--- src/rtl/fetch_pair_gen.sv ---
// -----------------------------------------------------------------------------
// fetch_pair_gen
//
// Producer end of the fetch-buffer write interface. Keeps the fetch PC,
// requests aligned 64-bit instruction pairs from the I-cache (one request in
// flight at most), and presents each returned pair to the fetch buffer.
//
// Ports
//   clk, rstn         clock, synchronous active-low reset
//   redirect          backend redirect request (highest priority)
//   redirect_pc       redirect target, bits [1:0] ignored
//   buf_stall         fetch buffer cannot accept the packet this cycle
//   icache_req        request valid (only in REQ)
//   icache_addr       8-byte aligned request address
//   icache_ready      I-cache accepts the request
//   icache_rvalid     one-cycle response strobe
//   icache_rdata      {word at addr+4, word at addr}
//   pc                8-byte aligned base address of irin
//   irin              instruction pair, same packing as icache_rdata
//   flag              packet valid; buffer writes on flag && !buf_stall
//   if0, if1          slot 0 / slot 1 of irin hold a valid instruction
// -----------------------------------------------------------------------------
module fetch_pair_gen #(
    parameter logic [31:0] RESET_PC = 32'h1c00_0000
) (
    input  logic        clk,
    input  logic        rstn,
    input  logic        redirect,
    input  logic [31:0] redirect_pc,
    input  logic        buf_stall,
    output logic        icache_req,
    output logic [31:0] icache_addr,
    input  logic        icache_ready,
    input  logic        icache_rvalid,
    input  logic [63:0] icache_rdata,
    output logic [31:0] pc,
    output logic [63:0] irin,
    output logic        flag,
    output logic        if0,
    output logic        if1
);

    typedef enum logic [1:0] {
        REQ  = 2'd0,
        WAIT = 2'd1,
        HOLD = 2'd2
    } state_t;

    // Packet presented to the fetch buffer.
    typedef struct packed {
        logic [31:0] pc;
        logic [63:0] irin;
        logic        flag;
        logic        if0;
        logic        if1;
    } pkt_t;

    state_t      state, state_nx;
    logic [31:2] fetch_pc, fetch_pc_nx;
    logic        drop, drop_nx;
    logic        load_pkt, clr_pkt;
    logic        hs;
    pkt_t        pkt;

    // Low PC bits are architecturally zero; keep them visibly consumed.
    logic unused_pc_bits;
    assign unused_pc_bits = ^redirect_pc[1:0];

    assign hs          = icache_req && icache_ready;
    assign icache_req  = (state == REQ);
    assign icache_addr = {fetch_pc[31:3], 3'b000};

    assign pc   = pkt.pc;
    assign irin = pkt.irin;
    assign flag = pkt.flag;
    assign if0  = pkt.if0;
    assign if1  = pkt.if1;

    always_comb begin
        state_nx    = state;
        fetch_pc_nx = fetch_pc;
        drop_nx     = drop;
        load_pkt    = 1'b0;
        clr_pkt     = 1'b0;
        unique case (state)
            REQ: begin
                if (redirect) begin
                    fetch_pc_nx = redirect_pc[31:2];
                    // The request just accepted is for the old PC: its
                    // response must be thrown away.
                    if (hs) begin
                        state_nx = WAIT;
                        drop_nx  = 1'b1;
                    end
                end else if (hs) begin
                    state_nx = WAIT;
                    drop_nx  = 1'b0;
                end
            end
            WAIT: begin
                if (redirect) begin
                    fetch_pc_nx = redirect_pc[31:2];
                    drop_nx     = 1'b1;
                    if (icache_rvalid)
                        state_nx = REQ;
                end else if (icache_rvalid) begin
                    if (drop) begin
                        drop_nx  = 1'b0;
                        state_nx = REQ;
                    end else begin
                        load_pkt = 1'b1;
                        state_nx = HOLD;
                    end
                end
            end
            HOLD: begin
                // Redirect wins even if the buffer takes the packet this
                // cycle: the PC does not advance past it.
                if (redirect) begin
                    clr_pkt     = 1'b1;
                    fetch_pc_nx = redirect_pc[31:2];
                    state_nx    = REQ;
                end else if (!buf_stall) begin
                    clr_pkt     = 1'b1;
                    // Next aligned pair; 32-bit wrap falls out of the width.
                    fetch_pc_nx = {fetch_pc[31:3] + 29'd1, 1'b0};
                    state_nx    = REQ;
                end
            end
            default: state_nx = REQ;
        endcase
    end

    always_ff @(posedge clk) begin
        if (!rstn) begin
            state    <= REQ;
            fetch_pc <= RESET_PC[31:2];
            drop     <= 1'b0;
            pkt      <= '0;
        end else begin
            state    <= state_nx;
            fetch_pc <= fetch_pc_nx;
            drop     <= drop_nx;
            if (load_pkt) begin
                pkt.flag <= 1'b1;
                pkt.pc   <= {fetch_pc[31:3], 3'b000};
                pkt.irin <= icache_rdata;
                // Entry at the odd word: slot 0 precedes the target.
                pkt.if0  <= ~fetch_pc[2];
                pkt.if1  <= 1'b1;
            end else if (clr_pkt) begin
                // pc/irin keep their last values once flag drops.
                pkt.flag <= 1'b0;
                pkt.if0  <= 1'b0;
                pkt.if1  <= 1'b0;
            end
        end
    end

endmodule

--- config.mk ---
export PLATFORM = sky130hd
export DESIGN_NAME = fetch_pair_gen
export DESIGN_NICKNAME = d
export VERILOG_FILES = /design/src/rtl/fetch_pair_gen.sv
export SDC_FILE = /design/constraint.sdc
export NUM_CORES = 1
export LEC_CHECK = 0
export CAP_MARGIN = 20
export CORE_ASPECT_RATIO = 1.1
export CORE_MARGIN = 2
export CORE_UTILIZATION = 35
export CTS_BUF_LIST = sky130_fd_sc_hd__clkbuf_8
export DETAILED_ROUTE_END_ITERATION = 10
export PLACE_DENSITY = 0.77
export SYNTH_ARGS = -nofsm -noshare
export SYNTH_HDL_FRONTEND = slang
export SYNTH_SLANG_ARGS = --single-unit
--- constraint.sdc ---
create_clock -name clk -period 6.49 [get_ports clk]
set_clock_uncertainty 0.15 [all_clocks]
set_input_delay 1.298 -clock clk [delete_from_list [all_inputs] [get_ports clk]]
set_output_delay 1.298 -clock clk [all_outputs]
set_load 0.005 [all_outputs]
-- Word level (Yosys, flattened, before mapping)
Cells that the tools add are included.
- reductions and logical operators: 9
- $add $sub $neg: 1
- equality and inequality tests: 7
- bitwise operators: 1
- muxes and demuxes: 27
- operator list (operator ; number):
    two-way mux 30 bit ; 3
    case mux 30 bit (2 select lines) ; 1
    adder 29 x 1 -> 29 bit (second input constant) ; 1
    two-way mux 2 bit ; 7
    two-way mux 1 bit ; 12
    AND reduction 3 bit ; 3
    two-way mux 3 bit ; 2
    != test 3 bit (second input constant) ; 2
    case mux 2 bit (3 select lines) ; 1
    nonzero test 2 bit ; 3
    != test 2 x 1 -> 1 bit (second input constant) ; 2
    equality test 2 x 1 -> 1 bit (second input constant) ; 1
    equality test 2 bit (second input constant) ; 1
    zero test 2 bit ; 1
    != test 2 bit (second input constant) ; 1
    case mux 1 bit (2 select lines) ; 1
    OR reduction 2 bit ; 1
    logical AND 1 bit ; 1
    NOT 1 bit ; 1
- input bits: 102
- logic and storage cells: 53
- output and inout bits: 132
- register bits: 129

-- Logic depth before layout (Yosys ltp)
Gate-level depths: netlist of the first run.
- depth after elaboration: 5
- gate-level depth with buffers: 8
- gate-level depth less buffers: 6

-- Least setup slack after synthesis of the first run
No wires, ideal clock.
- kind: input-to-reg
- start: input port redirect
- end: register fetch_pc[23] (netlist name)
- setup time: 0.075 ns
- path buffers: 2
- stages on the path: 7
- data required time: 6.265 ns
- slack: 3.735 ns
- arrival time: 2.530 ns
- path through: clkbuf_1 -> nor3b_1 -> clkbuf_1 -> nand2_1 -> nor3_1 -> a22oi_1 -> o22ai_1
- longest elaborated chain between the ends: 2
- elaborated cells between the ends (all ways): 5
- those cells by class: 2 x eq/ne; 2 x mux; 1 x reduce/logical
- ends and longest elaborated chain (item ; line ; source):
    start, declared ; 28 ; input logic redirect,
    != test 3 bit (no line) (tied with other cells) ; - ;
    AND reduction 3 bit (no line) or case mux 30 bit (2 select lines) (tied branches) ; - ;
    end signal, assigned ; 137 ; fetch_pc <= RESET_PC[31:2];
    end signal, assigned ; 142 ; fetch_pc <= fetch_pc_nx;
    end, declared ; 59 ; logic [31:2] fetch_pc, fetch_pc_nx;
Several ways; a longest one is shown, not always the timed one.
A chain may end at the register's enable or synchronous reset.

-- Final worst setup path of the first run
- start: input port redirect
- end: register fetch_pc[31] (netlist name)
Same word-level chain as after synthesis.

==> results of run 1 <==
## flip-flops by register name, summed over array words and instances (netlist names)
| signal | flops |
|---|---|
| irin | 64 |
| fetch_pc | 30 |
| pc | 29 |
| state | 2 |
| drop | 1 |
| flag | 1 |
| if0 | 1 |
## report_power, final
group	switching, mW	internal [mW]
clock network	0.335	0.389
registers	0.0304	0.809
logic	0.0779	0.117
total	0.444	1.32
## critical path: cells and delay by family
| kind | cells | cell delay, ns |
|---|---|---|
| buf+inv | 2 | 1.02 |
| simple gates | 5 | 1.60 |
## cell usage in the layout, fill, tap and decap left out, drive strengths merged, types with 4 or more instances in the layout
master,count
nand3,30
mux2i,6
buf,8
nor4,5
clkdlybuf4s50,225
clkbuf,18
nand2,218
nor2b,4
nor3,10
nand4,7
inv,4
and3,7
clkinv,7
nor2,38
a22oi,4
o22ai,5
dfxtp,128
or3,5
a311oi,4
o21ai,19
conb,6
a31oi,4
a21oi,116
a211oi,5
## kinds of logic (layout without fill, tap and decap cells)
| family | after synthesis | count (layout) | synth area share [%] |
|---|---|---|---|
| DFF | 128 | 128 | 45.6 |
| buffers and inverters | 93 | 268 | 8.86 |
| other | 1 | 6 | 0.0667 |
| adders and majority gates | 1 | 1 | 0.223 |
| and+or+nand+nor | 336 | 336 | 26.5 |
| AOI/OAI and AO/OA | 176 | 176 | 17.7 |
| muxes | 6 | 6 | 1.07 |
## how the worst min path moves through the flow
stage,to,cells after the start
floorplan,fetch_pc[2],2
global placement,irin[15],2
detailed placement,irin[10],2
CTS,pc[20],2
global route,irin[15],2
finish,fetch_pc[2],2
## metal layers
layer  wire length, um  up-vias
met4               347        0
met1              7100     2554
met5                 0        -
met3               831       23
met2              8290      159
li1                  -     2809
## layout make-up
class / instances / area [um2] / area share, %
multi-input cells: 525 / 2600 / 31.9
flip-flops and latches: 128 / 2560 / 31.4
repair buffers: 233 / 2310 / 28.4
well taps: 200 / 250 / 3.07
clock buffers: 18 / 248 / 3.04
clock inverters: 14 / 166 / 2.04
inverters: 3 / 12.5 / 0.153
## per-stage QoR
step	hold WS (ns)	worst slack [ns]	power (mW)	util, %
2_1_floorplan	0.277	3.74	0.942	-
3_3_place_gp	0.291	2.39	1.05	49.2
3_5_place_dp	0.295	2.34	1.05	49.2
4_1_cts	0.306	2.82	1.78	51.8
5_1_grt	0.324	2.67	1.84	51.8
6_report	0.304	2.78	1.76	51.8
==> impl_results.md, run 1 <==
* Status: finished clean
* Fillers at 1485
* Yosys top cell by area: dfxtp_1
* Crit path cell chain: clkdlybuf4s50_1 > or3b_1 > buf_4 > nor2_2 > nand2_1 > or4_1 > nand3_1
* Final Max Tran Viols at 0
* #FFs+latches synth at 128
* First-pass GRT wire length at 25900 um
* Final Non-Filler Cells at 1121
* Worst min-delay path class: reg -> reg
* Fin nets at 1011
* Yosys top cell area share at 45.6%
* Gr usage total at 18.8%
* Grt total ovfl at 0
* Placed cells at 1089
* Iter 0 DRT Violations at 210
* Starting Density at 35.7%
* DP HPWL at 11100 um
* Flop2flop setup slack at 3.82 ns
* R2R Path End: fetch_pc[31]
* Most frequent cell after synthesis: nand2_1
* Diodes inserted at 0
* Post-synth cell types at 53
* Via/cell ratio at 4.95
* Routed len/inst at 14.8 um
* P&R area growth vs syn at 45.0%
* Root Driver: clkbuf_8
* Leakage power at 2.81 nW
* TritonCTS clock tree: built
* Number of port buffers at 225
* Met1 usage at 24.0%
* Seq/Total Area, Yosys at 45.6%
* Routability cong. at 0.815
* Post-synth top cells: nand2_1 (217), dfxtp_1 (128), a21oi_1 (116)
* Vias in the first global route at 4965
* Synth top area cells: dfxtp_1 (46%), nand2_1 (14%), a21oi_1 (10%)
* Die X-Extent at 125 um
* Sink Count at 128
* RSZ-0062 raised after global routing: no
* Async S/R FF share, synth at 0%
* Num CTS Buffers at 17
* Clock latency on the worst-skew pair at 0.44 ns
* CP Capture Type: flop
* Vias at 5545
* First-pass DRT Iterations at 4
* # IOs at 234
* # hold bufs at CTS at 0
* Antenna viol nets, final at 0
* Share of layout cells above drive strength 1 at 6.30%
* Number of max-cap violations at 0
* Crit Path Max Fanout at 29
* Critical Path RT at 6.73 ns
* Final period utilization at 57.1%
* Predominant post-synthesis flop cell: dfxtp_1
* H-tree depth at 4
* Worst Setup SP: redirect
* Critical path class: in -> reg
* GR Util met3 at 4.22%
* Worst Reg-to-Reg Cells at 6
* Core Rows at 48
* Largest net degree at the start of global routing at 95
* Die area at 17100 um2
* Grt peak-use layer: met2
* Crit-path slowest cell: or3b_1
* WP data arrival at 3.94 ns
* Routed wire length at 16600 um
* Post-CTS setup repair buffer count at 0
* Number of enable flip-flop cells after synthesis at 0
* Startpoint Class: input pin
* Critical path endpoint: fetch_pc[31]
* Crit path largest cell delay at 0.74 ns
* Remaining DRCs at 0
* Peak supply drop at 0.102 mV
* Hold Fails Final Rpt at 0
* CORE AREA at 15700 um2
* Beginning of the worst hold path: fetch_pc[2]
* Worst-margin pin slew at 1.06 ns
* Setup TNS at 0 ns
* Mapped cell area at 5620 um2
* Final worst path period need at 3.71 ns
* GR Util met2 at 30.7%
* Clk slew on worst S/H paths at 0.08 ns
* Synth Area per Inst at 7.59 um2
* Placed cell areas at 7740 um2
* Post-cts resize count at 0
* Power per cell area at 216 nW/um2
* Clk buf depth at 2
* FMAX at 270 MHz
* Warnings from Yosys at 0
* Syn Inst Count at 741
* Die Y at 137 um
* Final instance area at 8150 um2
* Endpoints failing setup at 0
* Max-slew headroom at 28.7%
* Initial antenna violation count at 0
* Critical R2R Launch: state[1]
Note: power is estimated with default switching activity, not from simulation.
==> run 2: changes to the inputs <==
--- a/config.mk
+++ b/config.mk
@@ -11,7 +11,7 @@
 export CORE_UTILIZATION = 35
 export CTS_BUF_LIST = sky130_fd_sc_hd__clkbuf_8
 export DETAILED_ROUTE_END_ITERATION = 10
-export PLACE_DENSITY = 0.77
+export PLACE_DENSITY = 0.79
 export SYNTH_ARGS = -nofsm -noshare
 export SYNTH_HDL_FRONTEND = slang
 export SYNTH_SLANG_ARGS = --single-unit
==> constraint.sdc (replaced) <==
create_clock -name clk -period 3.4 [get_ports clk]
set_clock_uncertainty 0.15 [all_clocks]
set_input_delay 0.68 -clock clk [delete_from_list [all_inputs] [get_ports clk]]
set_output_delay 0.68 -clock clk [all_outputs]
set_load 0.005 [all_outputs]
==> run 2 against run 1 <==
Compared with the run above: power increased by 94%; utilization up 0.69 points; sequential power up 90%; critical endpoint unchanged.
==> impl_results.md, run 2 (synthesis results as in run 1) <==
* RSZ-0062 raised after global routing: no
* Core Rows at 48
* # hold bufs at CTS at 0
* Remaining DRCs at 0
* Critical Path RT at 3.64 ns
* Critical R2R Launch: fetch_pc[3]
* Clk slew on worst S/H paths at 0.08 ns
* Hold Fails Final Rpt at 0
* Sink Count at 128
* H-tree depth at 4
* Die Y at 137 um
* Diodes inserted at 0
* Max FFs per register at 64
* R2R Path End: fetch_pc[31]
* Worst Reg-to-Reg Cells at 6
* Beginning of the worst hold path: fetch_pc[2]
* Final period utilization at 71.9%
* Clock latency on the worst-skew pair at 0.45 ns
* Routability cong. at 0.829
* Worst-margin pin slew at 0.730 ns
* Number of port buffers at 225
* CORE AREA at 15700 um2
* Fin nets at 1020
* Most frequent cells in the layout: clkdlybuf4s50_1 (225), nand2_1 (217), dfxtp_1 (128), a21oi_1 (116), nor2_1 (37)
* CP Capture Type: flop
* Worst hold margin at 0.302 ns
* Crit-path slowest cell: nor4_4
* Crit Path Max Fanout at 8
* Num CTS Buffers at 17
* P&R area growth vs syn at 47.0%
* Leakage power at 2.87 nW
* Share of layout cells above drive strength 1 at 7.10%
* Vias at 5640
* Initial antenna violation count at 0
* Post-CTS setup repair buffer count at 0
* Root Driver: clkbuf_8
* WHS Path Cells at 2
* Worst min-delay path class: reg -> reg
* Die area at 17100 um2
* Clk buf depth at 2
* Vias in the first global route at 5268
* DP HPWL at 11800 um
* Largest net degree at the start of global routing at 61
* Starting Density at 35.7%
* Die X-Extent at 125 um
* Routed wire length at 16900 um
* Grt total ovfl at 0
* Setup TNS at 0 ns
* Final worst path period need at 2.44 ns
* Routed len/inst at 14.9 um
* FMAX at 409 MHz
* Number of max-cap violations at 0
* Crit path largest cell delay at 0.59 ns
* Critical path class: reg -> reg
* # IOs at 234
* Crit path cell chain: ha_1 > nand3_2 > nor4_4 > nand2_2 > or4_1 > nand3_1
* First-pass DRT Iterations at 5
* Power per cell area at 414 nW/um2
* Final instance area at 8260 um2
* Max-slew headroom at 51.3%
* WP data arrival at 2.68 ns
* Status: finished clean
* Iter 0 DRT Violations at 333
* Hold endpoint: fetch_pc[2]
* Placed cell areas at 7830 um2
* Via/cell ratio at 4.99
* Largest registers: irin x64, fetch_pc x30, pc x29
* Antenna viol nets, final at 0
* Reg with most FFs: irin
* Startpoint Class: flop
* Gr usage total at 19.3%
* Post-cts resize count at 0
* Final Max Tran Viols at 0
* Endpoints failing setup at 0
* Fillers at 1498
* Flop2flop setup slack at 0.96 ns
* Peak supply drop at 0.244 mV
* Leading cell type in the layout, fill and taps excluded: clkdlybuf4s50_1
* First-pass GRT wire length at 26500 um
* TritonCTS clock tree: built
run 2: report_power, final:
part / internal, mW / switching [mW]
Clock: 0.795 / 0.638
Combinational: 0.230 / 0.151
Sequential: 1.54 / 0.0582
run 2: cell type report:
type / instances / area (um2) / area share, %
Clock buffer: 17 / 234 / 2.83
Clock inverter: 15 / 196 / 2.38
Inverter: 3 / 12.5 / 0.151
Multi-Input combinational cell: 525 / 2600 / 31.5
Sequential cell: 128 / 2560 / 31.0
Tap cell: 200 / 250 / 3.03
Timing Repair Buffer: 242 / 2400 / 29.1
run 2: worst max path at each step:
stage / startpoint / endpoint / slack, ns / cells past startpoint
floorplan: redirect / fetch_pc[23] / 1.26 / 7
global placement: redirect / fetch_pc[7] / 0.59 / 7
detailed placement: redirect / fetch_pc[7] / 0.59 / 7
CTS: state[1] / icache_req / 0.94 / 2
global route: fetch_pc[3] / fetch_pc[31] / 0.73 / 6
finish: fetch_pc[3] / fetch_pc[31] / 0.96 / 6
run 2: worst max-delay path, delay by kind of cell (launching register included):
kind	cells	cell delay (ns)
flops	1	0.45
fa+ha+maj	1	0.24
simple gates	5	1.53
run 2: through the flow:
step	std cells	worst slack [ns]	utilization, %	total power, mW
6_report	1130	0.957	52.5	3.42
5_1_grt	1130	0.733	52.5	3.56
4_1_cts	1130	0.939	52.5	3.45
3_5_place_dp	1098	0.585	49.8	2.02
3_3_place_gp	1098	0.590	49.8	2.01
2_1_floorplan	746	1.26	-	1.80
run 2: routing by layer:
metal / share of wire (%) / wire length [um] / vias to the layer above / GRT usage (%)
met5: 0 / 0 / - / 0
met4: 3.3 / 557 / 0 / 9.38
met3: 6.2 / 1050 / 36 / 4.69
met2: 48 / 8130 / 197 / 31.5
met1: 42 / 7130 / 2581 / 24.0
li1: - / - / 2826 / -
==> run 3: changes to the inputs <==
==> constraint.sdc (replaced) <==
create_clock -name clk -period 2.1 [get_ports clk]
set_clock_uncertainty 0.15 [all_clocks]
set_input_delay 0.42 -clock clk [delete_from_list [all_inputs] [get_ports clk]]
set_output_delay 0.42 -clock clk [all_outputs]
set_load 0.005 [all_outputs]
==> run 3 against run 2 <==
Compared with the run above: power up 71%; clock power up 78%; sequential power up 61%; non-clock buffer count up 47; setup slack worse by 0.89 ns; die area unchanged; global-route usage up 0.91 points; final area up 5.8%; hold slack about the same; wire length up 5.3%.
==> impl_results.md, run 3 (synthesis results as in run 1) <==
* Final worst path period need at 2.03 ns
* Grt total ovfl at 0
* Number of max-cap violations at 0
* First-pass GRT wire length at 27800 um
* TritonCTS clock tree: built
* Critical Path RT at 1.53 ns
* RSZ-0062 raised after global routing: no
* Die Y at 137 um
* Clk buf depth at 2
* Fillers at 1446
* Num CTS Buffers at 17
* Root Driver: clkbuf_8
* CORE AREA at 15700 um2
* DP HPWL at 12700 um
* Worst min-delay path class: reg -> reg
* Diodes inserted at 0
* Max FFs per register at 64
* Crit path cell chain: buf_4 > clkdlybuf4s50_1
* # hold bufs at CTS at 0
* Final period utilization at 96.8%
* CP Buf/Inv Count at 2
* Gr usage total at 20.2%
* Crit-path slowest cell: clkdlybuf4s50_1
* Iter 0 DRT Violations at 364
* Hold Fails Final Rpt at 0
* Routed len/inst at 15.1 um
* Final Max Tran Viols at 0
* Routability cong. at 0.835
* Die area at 17100 um2
* Family with the most delay on the worst path: buffers and inverters
* H-tree depth at 4
* Clk slew on worst S/H paths at 0.07 ns
* P&R area growth vs syn at 55.4%
* Startpoint Class: flop
* FMAX at 492 MHz
* Clock latency on the worst-skew pair at 0.44 ns
* CP Capture Type: output port
* First-pass DRT Iterations at 5
* Switching part of the total at 23.1%
* Die X-Extent at 125 um
* Core Rows at 48
* Leading cell type in the layout, fill and taps excluded: clkdlybuf4s50_1
* Sink Count at 128
* Endpoints failing setup at 0
* Clock network power share at 43.7%
* Initial antenna violation count at 0
* Largest net degree at the start of global routing at 44
* Fin nets at 1067
* Vias at 5861
* Power, Total at 5.85 mW
* Comb power frac at 12.4%
* Peak supply drop at 0.413 mV
* WP data arrival at 1.46 ns
* Dpl ws at -0.317 ns
* WHS Path Cells at 2
* NetSw at 1.35 mW
* Via/cell ratio at 4.98
* Status: finished clean
* Routed wire length at 17800 um
* Share of layout cells above drive strength 1 at 12.8%
* Internal power at 4.50 mW
* Critical path class: reg -> out
* Starting Density at 35.7%
* # IOs at 234
* Worst path depth at 2
* Leakage power at 3.16 nW
* Power per cell area at 669 nW/um2
* Reg power frac at 44.0%
* Worst Reg-to-Reg Cells at 5
* Crit path largest cell delay at 0.49 ns
* Vias in the first global route at 5610
* Number of port buffers at 225
* Most frequent cells in the layout: clkdlybuf4s50_1 (224), nand2_1 (217), a21oi_1 (116), dfxtp_1 (116), buf_4 (56)
* Reg with most FFs: irin
* Crit Path Max Fanout at 4
* Largest registers: irin x64, fetch_pc x30, pc x29
* Remaining DRCs at 0
* Antenna viol nets, final at 0
* Final setup margin at 0.0676 ns
-- run 3: metal layers --
metal  up-vias  global-route usage (%)  wire length, um
li1       2921                       -                -
met5         -                       0                0
met2       209                    34.2             8910
met1      2694                    24.0             7340
met3        37                    5.43             1000
met4         0                    9.51              505
-- run 3: what timing repair did --
action	in CTS	in global routing
pin swaps	0	1
setup endpoints to repair	1	14
setup buffers	0	0
cloned	0	0
hold endpoints to repair	0	0
resized for setup	1	14
-- run 3: layout make-up --
class,count,area (um2),area share (%)
Clock buffer,22,303,3.47
Clock inverter,9,179,2.05
Inverter,3,12.5,0.143
Multi-Input combinational cell,525,2600,29.8
Sequential cell,128,2580,29.5
Tap cell,200,250,2.86
Timing Repair Buffer,289,2810,32.2
-- run 3: stage by stage --
step / cell area [um2] / hold slack, ns / utilization (%) / setup TNS [ns] / std cells
6_report: 8740 / 0.303 / 55.5 / 0 / 1176
5_1_grt: 8740 / 0.323 / 55.5 / 0 / 1176
4_1_cts: 8710 / 0.306 / 55.4 / 0 / 1176
3_5_place_dp: 8230 / 0.296 / 52.3 / -17.49 / 1145
3_3_place_gp: 8230 / 0.290 / 52.3 / -15.44 / 1145
2_1_floorplan: 5640 / 0.277 / - / 0 / 746
-- run 3: final timing paths --
check	endpoint	from	slack (ns)
setup / recovery	icache_addr[13]	fetch_pc[13]	0.07
hold / removal	irin[11]	irin[11]	0.30
setup reg to reg	fetch_pc[31]	fetch_pc[9]	0.16
hold reg to reg	irin[11]	irin[11]	0.30
-- run 3: power groups by stage --
stage          Sequential (mW)  Clock (mW)  Combinational [mW]
5_1_grt                   2.58        2.74               0.782
3_5_place_dp              2.62           0               0.719
3_3_place_gp              2.62           0               0.711
4_1_cts                   2.57        2.61               0.723
2_1_floorplan             2.62           0               0.291
6_report                  2.57        2.55               0.723
-- run 3: worst reg2reg max path, cell delays in order (launching register included) --
cell     delay (ns)
dfxtp_1        0.43
nand3_2        0.21
nor4_4         0.37
nand2_2        0.13
or4_1          0.49
nand3_1        0.09
